File: src/rtl/fpu_wb_demux_2_threading.sv
// Writeback demux for the two-thread FPU: tracks the issuing thread of each op through
// the fixed-latency pipe, steers results to per-thread FP register files, counts in-flight writes.
module fpu_wb_demux_2_threading #(
  parameter int LAT = 4,
  parameter int CW  = 4
) (
  input  logic          clk,
  input  logic          rst,
  input  logic          e,
  input  logic          s,
  input  logic          wf,
  input  logic [4:0]    fd,
  input  logic          stall,
  input  logic          flush0,
  input  logic          flush1,
  input  logic [31:0]   wd,
  output logic          wf0,
  output logic [4:0]    fd0,
  output logic [31:0]   wd0,
  output logic          wf1,
  output logic [4:0]    fd1,
  output logic [31:0]   wd1,
  output logic [CW-1:0] pend0,
  output logic [CW-1:0] pend1,
  output logic          busy0,
  output logic          busy1
);

  logic [LAT-1:0]      v_q, v_d;
  logic [LAT-1:0]      t_q, t_d;
  logic [LAT-1:0]      w_q, w_d;
  logic [LAT-1:0][4:0] d_q, d_d;
  logic [CW-1:0]       pend0_q, pend0_d;
  logic [CW-1:0]       pend1_q, pend1_d;
  logic                acc_s;
  logic                retire_s;
  logic                inc0_s;
  logic                inc1_s;

  function automatic logic [CW-1:0] cnt_next(input logic [CW-1:0] cur, input logic clr,
                                             input logic inc, input logic dec);
    logic [CW-1:0] r;
    if (clr) begin
      r = {CW{1'b0}};
    end else if (inc && !dec) begin
      r = cur + CW'(1);
    end else if (dec && !inc) begin
      r = cur - CW'(1);
    end else begin
      r = cur;
    end
    return r;
  endfunction

  assign acc_s    = e && !stall;
  assign retire_s = v_q[LAT-1] && w_q[LAT-1] && !stall;
  assign wf0      = retire_s && !t_q[LAT-1] && !flush0;
  assign wf1      = retire_s &&  t_q[LAT-1] && !flush1;
  assign fd0      = d_q[LAT-1];
  assign fd1      = d_q[LAT-1];
  assign wd0      = wd;
  assign wd1      = wd;
  assign inc0_s   = acc_s && !s && wf;
  assign inc1_s   = acc_s &&  s && wf;
  assign pend0    = pend0_q;
  assign pend1    = pend1_q;
  assign busy0    = (pend0_q != {CW{1'b0}});
  assign busy1    = (pend1_q != {CW{1'b0}});

  // Tag shift/hold, then flush kill applied to whatever lands in each entry
  // (this also drops a same-cycle issue from the flushed thread).
  always_comb begin
    v_d = v_q;
    t_d = t_q;
    w_d = w_q;
    d_d = d_q;
    if (!stall) begin
      v_d[0] = acc_s;
      t_d[0] = s;
      w_d[0] = wf;
      d_d[0] = fd;
      for (int i = 1; i < LAT; i++) begin
        v_d[i] = v_q[i-1];
        t_d[i] = t_q[i-1];
        w_d[i] = w_q[i-1];
        d_d[i] = d_q[i-1];
      end
    end else begin
      v_d = v_q;
    end
    for (int i = 0; i < LAT; i++) begin
      v_d[i] = v_d[i] && !((flush0 && !t_d[i]) || (flush1 && t_d[i]));
    end
  end

  // Per-thread in-flight write counters.
  always_comb begin
    pend0_d = cnt_next(pend0_q, flush0, inc0_s, wf0);
    pend1_d = cnt_next(pend1_q, flush1, inc1_s, wf1);
  end

  // State registers.
  always_ff @(posedge clk or posedge rst) begin
    if (rst) begin
      v_q     <= {LAT{1'b0}};
      t_q     <= {LAT{1'b0}};
      w_q     <= {LAT{1'b0}};
      d_q     <= {(LAT*5){1'b0}};
      pend0_q <= {CW{1'b0}};
      pend1_q <= {CW{1'b0}};
    end else begin
      v_q     <= v_d;
      t_q     <= t_d;
      w_q     <= w_d;
      d_q     <= d_d;
      pend0_q <= pend0_d;
      pend1_q <= pend1_d;
    end
  end

endmodule

File: config.mk
export PLATFORM = sky130hd
export DESIGN_NAME = fpu_wb_demux_2_threading
export DESIGN_NICKNAME = d
export VERILOG_FILES = /design/src/rtl/fpu_wb_demux_2_threading.sv
export SDC_FILE = /design/constraint.sdc
export NUM_CORES = 1
export LEC_CHECK = 0
export CORE_UTILIZATION = 29
export DETAILED_ROUTE_END_ITERATION = 8
export PLACE_DENSITY_LB_ADDON = 0.3
export SLEW_MARGIN = 20
export SYNTH_ARGS = -nofsm -noshare
export SYNTH_HDL_FRONTEND = slang
export SYNTH_SLANG_ARGS = --single-unit
File: constraint.sdc
create_clock -name clk -period 3.6 [get_ports clk]
set_clock_uncertainty 0.15 [all_clocks]
set_input_delay 1.08 -clock clk [delete_from_list [all_inputs] [get_ports clk]]
set_output_delay 1.08 -clock clk [all_outputs]
set_load 0.01 [all_outputs]
* Word level (Yosys, flattened, before mapping)
Index checks and enable logic that the tools add are counted.
Storage, ports and cells: memories kept 0, input bits 45, bits in read-only memories 0, memory bits (writable) 0, bits in latches 0, output and inout port bits 86, logic and storage cells 73, bits in registers 40
Operators by class: reductions and logical operators 52, multiplexer cells 8, bitwise logic cells 0, divide/modulo/power cells 0, magnitude comparators 0, multiply operators 0, eq/ne operators 0, shift operators 0, $add $sub $neg 4
Operators by type and width (number):
- $mux 4 | 8
- $logic_and 1x1->1 | 27
- $logic_not 1->1 | 17
- $add 4x1->4 const B | 2
- $reduce_bool 4->1 | 2
- $sub 4x1->4 const B | 2
- $reduce_bool 3->1 | 2
- $logic_or 1x1->1 | 4

* Logic depth before layout (Yosys ltp)
depth after elaboration 9, mapped depth 9, depth with buffers taken out 8

* Worst setup path before layout
Ideal clock, no wire load.
path type input port to flip-flop, start point in stall, end point reg pend1_q[3] (netlist: pend1[3]), data arrival time 2.766 ns, setup slack 0.580 ns, data required time 3.346 ns, stages on the path 8, library setup time 0.104 ns, cell sequence buf_6 nand3b_4 o21ai_1 ha_1 a21oi_1 nand2_1 or4b_1 o311ai_1
Between the ends: longest elaborated chain between the ends 8, elaborated cells between the ends (all ways) 14
Ends and longest elaborated chain:
- start: declaration | line 13 | input logic stall,
- $logic_not 1->1 (*)
- $logic_and 1x1->1 | line 56 | assign retire_s = v_q[LAT-1] && w_q[LAT-1] && !stall;
- $logic_and 1x1->1 (2 in series) | line 58 | assign wf1 = retire_s && t_q[LAT-1] && !flush1;
- $logic_not 1->1 | line 45 | end else if (inc && !dec) begin
- $logic_and 1x1->1 | line 45
- $mux 4 | line 45
- $mux 4 | line 43 | if (clr) begin
- end signal: assignment | line 110 | pend1_q <= {CW{1'b0}};
- end signal: assignment | line 117 | pend1_q <= pend1_d;
- end: declaration | line 34 | logic [CW-1:0] pend1_q, pend1_d;
Mark *: on every way between the ends. The rest lies on a longest branch, timed or not. A chain may end at the register's enable or synchronous reset.

* Final worst setup path
start point in stall, end point out wf0
Between the ends: longest elaborated chain between the ends 4
Ends and longest elaborated chain:
- $logic_not 1->1
- $logic_and 1x1->1 | line 56
- $logic_and 1x1->1 (2 in series) | line 57 | assign wf0 = retire_s && !t_q[LAT-1] && !flush0;
- end: declaration | line 17 | output logic wf0,
No other way between the ends.

==> impl_metrics.prom <==
# TYPE chip_impl_metric gauge
chip_impl_metric{name="mapped_nets",unit=""} 277
chip_impl_metric{name="die_area",unit="mm^2"} 0.00895
chip_impl_metric{name="cts_inserted_buffers",unit=""} 5
chip_impl_info{name="path_class",value="input pin to output pin"} 1
chip_impl_metric{name="design_area",unit="mm^2"} 0.00253
chip_impl_metric{name="wl_met1",unit="mm"} 1.78
chip_impl_metric{name="ys_seq_area_share",unit="%"} 40.2
chip_impl_metric{name="clock_insertion_delay_worst_skew",unit="ns"} 0.29
chip_impl_metric{name="grt_max_degree",unit=""} 41
chip_impl_metric{name="cts_post_setup_buffers_inserted",unit=""} 0
chip_impl_metric{name="via_per_inst",unit=""} 4.40
chip_impl_metric{name="p_per_area",unit="mW/mm^2"} 417
chip_impl_metric{name="setup_viol_count_final",unit=""} 0
chip_impl_metric{name="number_of_diodes_added_for_antenna_fixing",unit=""} 0
chip_impl_metric{name="worst_slew_pin_slew",unit="ns"} 0.552
chip_impl_metric{name="route.final.wire_length",unit="mm"} 3.81
chip_impl_metric{name="number_of_register_bits_inferred_by_synthesis",unit=""} 40
chip_impl_metric{name="cp_max_fo",unit=""} 3
chip_impl_metric{name="drc_errors",unit=""} 0
chip_impl_metric{name="worst_setup_hold_path_clk_slew",unit="ns"} 0.08
chip_impl_metric{name="synth_cell_types",unit=""} 37
chip_impl_metric{name="detail_route.wl_per_cell",unit="um"} 12.6
chip_impl_metric{name="cts.sinks",unit=""} 40
chip_impl_info{name="min-delay-path-class",value="flip-flop to flip-flop"} 1
chip_impl_metric{name="drt-pass1-iter-count",unit=""} 3
chip_impl_metric{name="final_period_minus_worst_setup_slack",unit="ns"} 3.35
chip_impl_metric{name="syn-cell-area",unit="mm^2"} 0.00249
chip_impl_metric{name="setup_slack",unit="ns"} 0.246
chip_impl_metric{name="initial_core_util",unit="%"} 30.1
chip_impl_metric{name="final_global_route_overflow_total",unit=""} 0
chip_impl_metric{name="synth-warning-count",unit=""} 0
chip_impl_metric{name="dr_wl_met3",unit="um"} 277
chip_impl_metric{name="ant_nets",unit=""} 0
chip_impl_metric{name="synthCells",unit=""} 226
chip_impl_metric{name="area_share_of_the_largest_cell_type_after_synthesis",unit="%"} 40.2
chip_impl_metric{name="fillerInstances",unit=""} 863
chip_impl_metric{name="cts_max_path_buffers",unit=""} 2
chip_impl_metric{name="finalNonFillerCells",unit=""} 303
chip_impl_metric{name="dpl.cell_count",unit=""} 296
chip_impl_metric{name="vias_in_the_first_global_route",unit=""} 1385
chip_impl_metric{name="ioPinCount",unit=""} 131
chip_impl_metric{name="final-hold-violation-count",unit=""} 0
chip_impl_metric{name="gp_congestion",unit=""} 0.754
chip_impl_metric{name="fp.dieW",unit="um"} 94.6
chip_impl_metric{name="share_of_post_route_cells_with_drive_strength_above_1",unit="%"} 26.3
chip_impl_metric{name="placementRows",unit=""} 33
chip_impl_metric{name="track_usage",unit="%"} 9.15
chip_impl_metric{name="synth-edff-count",unit=""} 0
chip_impl_metric{name="post_cts_hold_buffer_count",unit=""} 0
chip_impl_metric{name="met2RoutedLength",unit="mm"} 1.74
chip_impl_metric{name="worstPathArrival",unit="ns"} 2.12
chip_impl_metric{name="die_height",unit="um"} 94.6
chip_impl_info{name="cts_tree",value="yes"} 1
chip_impl_metric{name="route.vias.total",unit=""} 1332
chip_impl_metric{name="place.port_buffers",unit=""} 34
chip_impl_metric{name="placement.setup.worst_slack",unit="ns"} -0.0427
chip_impl_info{name="top_signal_layer_used",value="met4"} 1
chip_impl_info{name="unrepaired_setup_endpoints_after_global_routing",value="no"} 1
chip_impl_metric{name="dp_hpwl",unit="mm"} 2.60
chip_impl_metric{name="data_required_time_at_the_worst_endpoint",unit="ns"} 2.37
chip_impl_info{name="ys.flop_type",value="sky130_fd_sc_hd__dfrtp_1"} 1
chip_impl_info{name="run_status",value="finished clean"} 1
chip_impl_metric{name="maxSlewHeadroom",unit="%"} 62.9
chip_impl_metric{name="grt_first_pass_wirelength",unit="mm"} 6.44
chip_impl_metric{name="vdd_drop_max",unit="mV"} 0.122
chip_impl_metric{name="ys_async_sr_fraction",unit="%"} 100
chip_impl_info{name="yosys.area.top_type",value="sky130_fd_sc_hd__dfrtp_1"} 1
chip_impl_metric{name="initialDrtViolationCount",unit=""} 18
chip_impl_info{name="cell_chosen_for_the_clock_root",value="sky130_fd_sc_hd__clkbuf_8"} 1
chip_impl_info{name="post-synth-top-count-cell",value="sky130_fd_sc_hd__buf_4"} 1
chip_impl_metric{name="layout_worst_path_cycle_share",unit="%"} 93.2
chip_impl_metric{name="slew_violations",unit=""} 0
chip_impl_metric{name="initial_antenna_violation_count",unit=""} 0
chip_impl_info{name="ys_top_cells_by_area",value="sky130_fd_sc_hd__dfrtp_1 40%, sky130_fd_sc_hd__buf_4 22%, sky130_fd_sc_hd__mux2_2 13%"} 1
chip_impl_metric{name="htree_levels",unit=""} 2
chip_impl_metric{name="fin_util",unit="%"} 30.7
chip_impl_metric{name="num-nets-final",unit=""} 249
chip_impl_metric{name="maxCapViolCount",unit=""} 0
chip_impl_metric{name="power.leakage",unit="nW"} 1.06
chip_impl_metric{name="area_growth",unit="%"} 1.76
chip_impl_info{name="critPathLaunchType",value="input pin"} 1
chip_impl_metric{name="fmax",unit="MHz"} 298
chip_impl_metric{name="core_area",unit="mm^2"} 0.00826
chip_impl_metric{name="placed_area",unit="mm^2"} 0.00245
chip_impl_metric{name="post_synth.cell_area_avg",unit="um^2"} 11.0
chip_impl_info{name="critical_path.endpoint_type",value="output pin"} 1
chip_impl_info{name="synth.top_cells.by_count",value="74 x sky130_fd_sc_hd__buf_4, 40 x sky130_fd_sc_hd__dfrtp_1, 28 x sky130_fd_sc_hd__mux2_2"} 1
cell usage in the layout (no fill, tap or decap), drive strengths merged:
| cell | instances |
|---|---|
| nand3 | 3 |
| nor4 | 1 |
| nor2 | 7 |
| and4bb | 1 |
| xnor2 | 1 |
| or4b | 1 |
| nand2b | 3 |
| inv | 9 |
| nand3b | 1 |
| fa | 2 |
| o41ai | 1 |
| nor3 | 6 |
| o311ai | 2 |
| nand4 | 1 |
| mux2i | 6 |
| o311a | 1 |
| mux2 | 28 |
| a21boi | 1 |
| dfrtp | 40 |
| o31ai | 1 |
| nand2 | 2 |
| clkdlybuf4s50 | 32 |
| clkinv | 1 |
| xor2 | 1 |
| a211oi | 5 |
| o21ai | 6 |
| buf | 11 |
| a21oi | 6 |
| clkbuf | 5 |
| or4 | 3 |
| ha | 4 |
| dlygate4sd2 | 2 |
| nor3b | 2 |
| clkinvlp | 1 |
| and4b | 1 |
worst paths after layout:
| kind | from | to | slack, ns | depth (start not counted) |
|---|---|---|---|---|
| setup / recovery | stall | wf0 | 0.25 | 4 |
| max in group asynchronous | rst | pend1[1]$_DFFE_PP0P_ | 1.86 | 3 |
| hold reg to reg | d_q[3]$_DFFE_PP0N_ | d_q[8]$_DFFE_PP0N_ | 0.35 | 1 |
| setup reg to reg | t_q[3]$_DFF_PP0_ | pend1[3]$_DFFE_PP0P_ | 1.23 | 8 |
| hold / removal | d_q[3]$_DFFE_PP0N_ | d_q[8]$_DFFE_PP0N_ | 0.35 | 1 |
| min in group asynchronous | rst | fd0[4]$_DFFE_PP0N_ | 1.07 | 3 |
critical path, cell delays in order:
cell,delay [ns]
sky130_fd_sc_hd__clkdlybuf4s50_1,0.45
sky130_fd_sc_hd__nand3b_4,0.19
sky130_fd_sc_hd__nor3_1,0.12
sky130_fd_sc_hd__dlygate4sd2_1,0.29
metrics by stage:
step                      total power [mW]  TNS [ns]  hold slack, ns
final                                 1.05         0           0.352
after global routing                  1.12         0           0.365
after CTS                             1.08         0           0.359
after detailed placement             0.781   -0.0427           0.338
after global placement               0.776   -0.0618           0.333
after floorplan                      0.781         0           0.325
report_power, final:
| part | internal (mW) | switching [mW] |
|---|---|---|
| clock | 0.131 | 0.156 |
| sequential | 0.509 | 0.0393 |
| combinational | 0.133 | 0.0858 |
| total | 0.773 | 0.281 |
final cells by class:
cell class                 instances  area, um^2  share of cell area, %
timing repair buffer              45         420                   16.6
clock buffer                       5        68.8                   2.72
inverter                           9        33.8                   1.33
clock inverter                     2        12.5                  0.494
tap                              105         131                   5.19
multi-input combinational         97         863                   34.1
sequential                        40        1000                   39.5
registers in the layout (all words and copies together), names as in the netlist:
register,flops
d_q,15
fd0,5
pend0,4
pend1,4
t_q,4
v_q,4
w_q,4
logic make-up (layout without fill, tap and decap cells):
group | Yosys count | after routing | share of synthesized area [%]
flops | 40 | 40 | 40.2
compound gates | 23 | 23 | 6.54
buf+inv | 89 | 61 | 25.0
fa+ha+maj | 6 | 6 | 3.62
simple gates | 32 | 32 | 8.75
mux | 34 | 34 | 15.1
xor+xnor | 2 | 2 | 0.704
routing by layer:
metal	GRT usage, %	vias to the layer above
li1	-	644
met1	11.5	653
met4	2.65	0
met2	14.7	33
met5	0	-
met3	3.38	2
timing repair:
item / CTS / global route
hold endpoints to repair: 0 / 0
endpoints found under the setup margin: 2 / 0
resized for setup: 2 / 0
Note: power is estimated with default switching activity, not from simulation.
